--- src/rtl/mem_wb_pipe_if.sv ---
// MEM/WB pipeline bus: MEM-stage inputs, pipeline controls and the registered WB-stage view.
// The pipe register connects through the slave modport; the MEM-stage side uses master.
interface mem_wb_pipe_if #(
    parameter int DATA_W = 32,
    parameter int ADDR_W = 5,
    parameter int CNT_W  = 32
);
    logic              stall_i;
    logic              flush_i;
    logic              cnt_clr_i;
    logic              valid_i;
    logic              RegWrite_i;
    logic              MemtoReg_i;
    logic [DATA_W-1:0] ALUresult_i;
    logic [DATA_W-1:0] Readdata_i;
    logic [ADDR_W-1:0] RDaddr_i;

    logic              valid_o;
    logic              RegWrite_o;
    logic              MemtoReg_o;
    logic [DATA_W-1:0] ALUresult_o;
    logic [DATA_W-1:0] Readdata_o;
    logic [ADDR_W-1:0] RDaddr_o;
    logic [DATA_W-1:0] WBdata_o;
    logic [CNT_W-1:0]  retire_cnt_o;

    modport master (
        output stall_i, flush_i, cnt_clr_i, valid_i, RegWrite_i, MemtoReg_i,
               ALUresult_i, Readdata_i, RDaddr_i,
        input  valid_o, RegWrite_o, MemtoReg_o, ALUresult_o, Readdata_o,
               RDaddr_o, WBdata_o, retire_cnt_o
    );

    modport slave (
        input  stall_i, flush_i, cnt_clr_i, valid_i, RegWrite_i, MemtoReg_i,
               ALUresult_i, Readdata_i, RDaddr_i,
        output valid_o, RegWrite_o, MemtoReg_o, ALUresult_o, Readdata_o,
               RDaddr_o, WBdata_o, retire_cnt_o
    );
endinterface

--- src/rtl/mem_wb_pipe.sv ---
// MEM/WB pipeline register with flush/stall control, x0 write suppression and
// a retired-instruction counter. Every output is a register or a mux of registers.
module mem_wb_pipe #(
    parameter int DATA_W        = 32,
    parameter int ADDR_W        = 5,
    parameter int CNT_W         = 32,
    parameter int ZERO_SUPPRESS = 1
) (
    input logic           clk_i,
    input logic           rst_i,
    mem_wb_pipe_if.slave  bus
);

    logic              valid_r,     valid_s;
    logic              regwrite_r,  regwrite_s;
    logic              memtoreg_r,  memtoreg_s;
    logic [DATA_W-1:0] aluresult_r, aluresult_s;
    logic [DATA_W-1:0] readdata_r,  readdata_s;
    logic [ADDR_W-1:0] rdaddr_r,    rdaddr_s;
    logic [CNT_W-1:0]  cnt_r,       cnt_s;
    logic              advance_s;

    // Register-file write enable; a write aimed at index 0 is dropped when suppression is on.
    function automatic logic wr_enable(input logic rw, input logic v, input logic [ADDR_W-1:0] rd);
        logic zero_hit;
        zero_hit = (ZERO_SUPPRESS != 0) && (rd == {ADDR_W{1'b0}});
        return rw & v & ~zero_hit;
    endfunction

    // Next-state selection: flush beats stall, stall beats capture; clear beats increment.
    always_comb begin
        valid_s     = valid_r;
        regwrite_s  = regwrite_r;
        memtoreg_s  = memtoreg_r;
        aluresult_s = aluresult_r;
        readdata_s  = readdata_r;
        rdaddr_s    = rdaddr_r;
        cnt_s       = cnt_r;
        advance_s   = ~bus.flush_i & ~bus.stall_i;

        if (bus.flush_i) begin
            valid_s     = 1'b0;
            regwrite_s  = 1'b0;
            memtoreg_s  = 1'b0;
            aluresult_s = '0;
            readdata_s  = '0;
            rdaddr_s    = '0;
        end else if (bus.stall_i) begin
            valid_s     = valid_r;
            regwrite_s  = regwrite_r;
            memtoreg_s  = memtoreg_r;
            aluresult_s = aluresult_r;
            readdata_s  = readdata_r;
            rdaddr_s    = rdaddr_r;
        end else begin
            valid_s     = bus.valid_i;
            regwrite_s  = wr_enable(bus.RegWrite_i, bus.valid_i, bus.RDaddr_i);
            memtoreg_s  = bus.MemtoReg_i & bus.valid_i;
            aluresult_s = bus.ALUresult_i;
            readdata_s  = bus.Readdata_i;
            rdaddr_s    = bus.RDaddr_i;
        end

        // A held slot is counted only once, on the edge that actually lets it through.
        if (bus.cnt_clr_i) begin
            cnt_s = '0;
        end else if (advance_s && bus.valid_i) begin
            cnt_s = cnt_r + {{(CNT_W-1){1'b0}}, 1'b1};
        end else begin
            cnt_s = cnt_r;
        end
    end

    // Stage registers and retire counter, cleared immediately by reset.
    always_ff @(posedge clk_i or posedge rst_i) begin
        if (rst_i) begin
            valid_r     <= 1'b0;
            regwrite_r  <= 1'b0;
            memtoreg_r  <= 1'b0;
            aluresult_r <= '0;
            readdata_r  <= '0;
            rdaddr_r    <= '0;
            cnt_r       <= '0;
        end else begin
            valid_r     <= valid_s;
            regwrite_r  <= regwrite_s;
            memtoreg_r  <= memtoreg_s;
            aluresult_r <= aluresult_s;
            readdata_r  <= readdata_s;
            rdaddr_r    <= rdaddr_s;
            cnt_r       <= cnt_s;
        end
    end

    assign bus.valid_o      = valid_r;
    assign bus.RegWrite_o   = regwrite_r;
    assign bus.MemtoReg_o   = memtoreg_r;
    assign bus.ALUresult_o  = aluresult_r;
    assign bus.Readdata_o   = readdata_r;
    assign bus.RDaddr_o     = rdaddr_r;
    assign bus.retire_cnt_o = cnt_r;
    // Both candidates are zero in reset, so the write-back value is zero there too.
    assign bus.WBdata_o     = memtoreg_r ? readdata_r : aluresult_r;

endmodule
--- src/flat_wrapper.sv ---
// flat-port wrapper written by rule: the top's interface ports become plain ports
module mem_wb_pipe_flat 
#(
    parameter int DATA_W        = 32,
    parameter int ADDR_W        = 5,
    parameter int CNT_W         = 32,
    parameter int ZERO_SUPPRESS = 1
)
  (clk_i, rst_i, bus_stall_i, bus_flush_i, bus_cnt_clr_i, bus_valid_i, bus_RegWrite_i, bus_MemtoReg_i, bus_ALUresult_i, bus_Readdata_i, bus_RDaddr_i, bus_valid_o, bus_RegWrite_o, bus_MemtoReg_o, bus_ALUresult_o, bus_Readdata_o, bus_RDaddr_o, bus_WBdata_o, bus_retire_cnt_o);
  mem_wb_pipe_if #(.DATA_W(DATA_W), .ADDR_W(ADDR_W), .CNT_W(CNT_W)) bus_i ();
  input logic clk_i;
  input logic rst_i;
  input wire logic [$bits(bus_i.stall_i)-1:0] bus_stall_i;
  input wire logic [$bits(bus_i.flush_i)-1:0] bus_flush_i;
  input wire logic [$bits(bus_i.cnt_clr_i)-1:0] bus_cnt_clr_i;
  input wire logic [$bits(bus_i.valid_i)-1:0] bus_valid_i;
  input wire logic [$bits(bus_i.RegWrite_i)-1:0] bus_RegWrite_i;
  input wire logic [$bits(bus_i.MemtoReg_i)-1:0] bus_MemtoReg_i;
  input wire logic [$bits(bus_i.ALUresult_i)-1:0] bus_ALUresult_i;
  input wire logic [$bits(bus_i.Readdata_i)-1:0] bus_Readdata_i;
  input wire logic [$bits(bus_i.RDaddr_i)-1:0] bus_RDaddr_i;
  output wire logic [$bits(bus_i.valid_o)-1:0] bus_valid_o;
  output wire logic [$bits(bus_i.RegWrite_o)-1:0] bus_RegWrite_o;
  output wire logic [$bits(bus_i.MemtoReg_o)-1:0] bus_MemtoReg_o;
  output wire logic [$bits(bus_i.ALUresult_o)-1:0] bus_ALUresult_o;
  output wire logic [$bits(bus_i.Readdata_o)-1:0] bus_Readdata_o;
  output wire logic [$bits(bus_i.RDaddr_o)-1:0] bus_RDaddr_o;
  output wire logic [$bits(bus_i.WBdata_o)-1:0] bus_WBdata_o;
  output wire logic [$bits(bus_i.retire_cnt_o)-1:0] bus_retire_cnt_o;
  assign bus_i.stall_i = bus_stall_i;
  assign bus_i.flush_i = bus_flush_i;
  assign bus_i.cnt_clr_i = bus_cnt_clr_i;
  assign bus_i.valid_i = bus_valid_i;
  assign bus_i.RegWrite_i = bus_RegWrite_i;
  assign bus_i.MemtoReg_i = bus_MemtoReg_i;
  assign bus_i.ALUresult_i = bus_ALUresult_i;
  assign bus_i.Readdata_i = bus_Readdata_i;
  assign bus_i.RDaddr_i = bus_RDaddr_i;
  assign bus_valid_o = bus_i.valid_o;
  assign bus_RegWrite_o = bus_i.RegWrite_o;
  assign bus_MemtoReg_o = bus_i.MemtoReg_o;
  assign bus_ALUresult_o = bus_i.ALUresult_o;
  assign bus_Readdata_o = bus_i.Readdata_o;
  assign bus_RDaddr_o = bus_i.RDaddr_o;
  assign bus_WBdata_o = bus_i.WBdata_o;
  assign bus_retire_cnt_o = bus_i.retire_cnt_o;
  mem_wb_pipe #(.DATA_W(DATA_W), .ADDR_W(ADDR_W), .CNT_W(CNT_W), .ZERO_SUPPRESS(ZERO_SUPPRESS)) u_core (.clk_i(clk_i), .rst_i(rst_i), .bus(bus_i));
endmodule
--- config.mk ---
export PLATFORM = sky130hd
export DESIGN_NAME = mem_wb_pipe_flat
export DESIGN_NICKNAME = d
export VERILOG_FILES = /design/src/rtl/mem_wb_pipe_if.sv /design/src/rtl/mem_wb_pipe.sv /design/src/flat_wrapper.sv
export SDC_FILE = /design/constraint.sdc
export NUM_CORES = 1
export LEC_CHECK = 0
export CAP_MARGIN = 5
export CORE_MARGIN = 1.5
export CORE_UTILIZATION = 43
export CTS_CLUSTER_DIAMETER = 200
export DETAILED_ROUTE_END_ITERATION = 7
export PLACE_DENSITY_LB_ADDON = 0.1
export SLEW_MARGIN = 20
export SYNTH_ARGS = -nofsm -noshare
export SYNTH_HDL_FRONTEND = slang
export SYNTH_SLANG_ARGS = --single-unit
--- constraint.sdc ---
create_clock -name clk_i -period 4.41 [get_ports clk_i]
set_clock_uncertainty 0.2 [all_clocks]
set_input_delay 0.882 -clock clk_i [delete_from_list [all_inputs] [get_ports clk_i]]
set_output_delay 0.882 -clock clk_i [all_outputs]
set_load 0.05 [all_outputs]
==> impl_metrics.tcl <==
set metrics [dict create \
    grt_pass1_wl_mm 20.7 \
    fin_nets 725 \
    grt_max_degree 73 \
    drc 0 \
    final_common_cell "clkdlybuf4s50_1" \
    portBuffers 212 \
    p_sw_w 0.000695 \
    synth.cell_area_um2 4930 \
    p_seq_frac 0.447 \
    cts_setup_buffers 0 \
    setup_violations 0 \
    holdBufCountCts 0 \
    syn_area_per_cell_um2 11.1 \
    path_delay_family "buffers and inverters" \
    path_max_fanout 16 \
    rows 38 \
    core_um2 11000 \
    dp_hpwl_mm 9.51 \
    status "completed" \
    crit_type "reg -> out" \
    critPathBufInv 2 \
    p_leak_nw 3.26 \
    cts_tree "done" \
    synthesis.nets 523 \
    layout-drive-gt1-share 0.0954 \
    cts_root_buffer "clkbuf_16" \
    pin_count 213 \
    syn_to_final_growth_pct 50.1 \
    yosys_register_bits 104 \
    cp-start-kind "register" \
    cp_slowest_cell "clkdlybuf4s50_1" \
    h-tree-depth 3 \
    antenna_left 0 \
    clock_path_buffers 2 \
    viasPerCell 5.18 \
    grt_antenna_before_repair 0 \
    rsz0062_at_grt "false" \
    vdd_drop_max_mv 0.310 \
    switching_share 0.303 \
    slew-limit-headroom 0.361 \
    critPathMaxStageDelay_ps 740 \
    ys_types 38 \
    finalCritPeriodShare 0.720 \
    initial_core_util 0.447 \
    p_int_w 0.00160 \
    slew_violations 0 \
    pwr-share-comb 0.234 \
    track_usage 0.226 \
    pwr-share-clk 0.319 \
    cts.clk_slew.worst_paths_ps 70 \
    cp-end-kind "primary output" \
    insertedDiodeCount 0 \
    cts-resized-gates 0 \
    worstMarginPinSlew_ps 959 \
    ys_seq_area_frac 0.528 \
    wire_per_inst_um 16.8 \
    numCtsBuffers 9 \
    vias 4091 \
    grt_overflow_total 0 \
    wirelength_mm 13.3 \
    die-area_um2 12100 \
    layout_common_cells "clkdlybuf4s50_1 (210), dfrtp_1 (104), nor2_1 (101)" \
    clk_latency_ps 350 \
    cap_violations 0 \
    die_h_um 110 \
    dr.pass1.iters 5 \
    critPathArrivalTime_ps 2090 \
    fin_util 0.671 \
    drt_iter0_markers 259 \
    gp_congestion 0.843 \
    yosysWarnings 0 \
    nFillCells 881 \
    finalCriticalPeriod_ps 3170 \
    cp.required_ps 3330 \
    postSynthCellCount 445 \
    hp-class "reg -> reg" \
    max_freq_mhz 315 \
    grt_pass1_vias 4028 \
    cp_cell_sequence "buf_4 > mux2_2 > clkdlybuf4s50_1" \
    hold_viol_final 0 \
    die_w_um 110 \
    cts.sinks 104 \
    powerDensity_nw_per_um2 309 \
    fin_tns_setup_ps 0 \
]
state kept, by name, indices dropped and copies added (netlist names):
signal	count
u_core.bus.Readdata_o	32
u_core.bus.RDaddr_o	5
u_core.bus.RegWrite_o	1
u_core.bus.retire_cnt_o	32
u_core.bus.valid_o	1
u_core.bus.ALUresult_o	32
u_core.bus.MemtoReg_o	1
Yosys cell counts, drive strengths merged:
cell | instances | area share
and2 | 1 | 0.0013
or3 | 2 | 0.0025
ha | 1 | 0.0025
nand3 | 11 | 0.011
nor2b | 2 | 0.0025
buf | 10 | 0.0096
nand4 | 13 | 0.020
or4 | 3 | 0.0046
and4 | 2 | 0.0038
nor4 | 6 | 0.0076
a21oi | 6 | 0.0061
nor3 | 9 | 0.0091
or2 | 1 | 0.0013
xor2 | 13 | 0.023
o21ai | 2 | 0.0020
a31o | 1 | 0.0018
a22oi | 1 | 0.0015
o211a | 1 | 0.0020
o31ai | 1 | 0.0015
nand2 | 9 | 0.0069
dfrtp | 104 | 0.53
inv | 4 | 0.0030
clkbuf | 18 | 0.018
and3 | 3 | 0.0041
o211ai | 2 | 0.0041
xnor2 | 13 | 0.023
nor3b | 2 | 0.0053
mux2i | 70 | 0.14
mux2 | 33 | 0.075
nor2 | 101 | 0.077
worst paths after layout:
check / startpoint / end / slack, ps / cells past startpoint
worst max register to register: u_core.bus.retire_cnt_o[0]$_DFFE_PP0P_ / u_core.bus.retire_cnt_o[24]$_DFFE_PP0P_ / 1980 / 6
max in group asynchronous: rst_i / u_core.bus.retire_cnt_o[4]$_DFFE_PP0P_ / 2370 / 3
worst min register to register: u_core.bus.valid_o$_DFFE_PP0P_ / u_core.bus.valid_o$_DFFE_PP0P_ / 320 / 2
worst max-delay path: u_core.bus.MemtoReg_o$_DFFE_PP0P_ / bus_WBdata_o[2] / 1240 / 3
min in group asynchronous: rst_i / u_core.bus.ALUresult_o[6]$_DFFE_PP0P_ / 860 / 2
worst min-delay path: u_core.bus.valid_o$_DFFE_PP0P_ / u_core.bus.valid_o$_DFFE_PP0P_ / 320 / 2
cell families after synthesis:
kind of cell / after synthesis / synth area share
buffers and inverters: 32 / 0.0305
XOR/XNOR: 26 / 0.0462
adder cells (fa/ha/maj): 1 / 0.00254
flip-flops: 104 / 0.528
multiplexers: 103 / 0.217
AND/OR/NAND/NOR: 165 / 0.157
AO/OA/AOI/OAI: 14 / 0.0190
power by group through the flow:
| stage | registers (W) | clock network [W] | logic [W] |
|---|---|---|---|
| floorplan | 0.00117 | 0 | 0.000199 |
| CTS | 0.00102 | 0.000749 | 0.000543 |
| detailed placement | 0.00104 | 0 | 0.000541 |
| global placement | 0.00104 | 0 | 0.000536 |
| global route | 0.00103 | 0.000781 | 0.000565 |
| finish | 0.00102 | 0.000730 | 0.000537 |
worst min-delay path: cells and delay by family, from the launching register on:
family,cells,cell delay [ps]
flops,1,340
simple gates,1,80
compound gates,1,60
metal layers:
metal	GRT usage	wire, µm	vias to the layer above
met1	0.274	5440	2013
li1	-	-	1925
met4	0.0557	141	0
met2	0.386	6700	144
met3	0.0800	1030	9
met5	0	0	-
area by class of cell:
cell class,count,area [µm²],share of cell area
Clock buffer,13,250,0.0338
Clock inverter,1,5.00,0.000676
Inverter,4,17.5,0.00237
Multi-Input combinational cell,309,2180,0.295
Sequential cell,104,2600,0.352
Tap cell,140,175,0.0237
Timing Repair Buffer,219,2170,0.293
through the flow:
stage | hold WS [ps] | std cells | power (W) | area, µm² | worst slack [ps]
floorplan | 576 | 445 | 0.00137 | 4930 | 596
global placement | 299 | 776 | 0.00158 | 7140 | 1090
detailed placement | 319 | 776 | 0.00158 | 7150 | 1070
CTS | 336 | 790 | 0.00232 | 7400 | 1190
global route | 360 | 790 | 0.00237 | 7400 | 1180
finish | 325 | 790 | 0.00229 | 7400 | 1240
No activity file was read; power rests on OpenSTA's default activity.
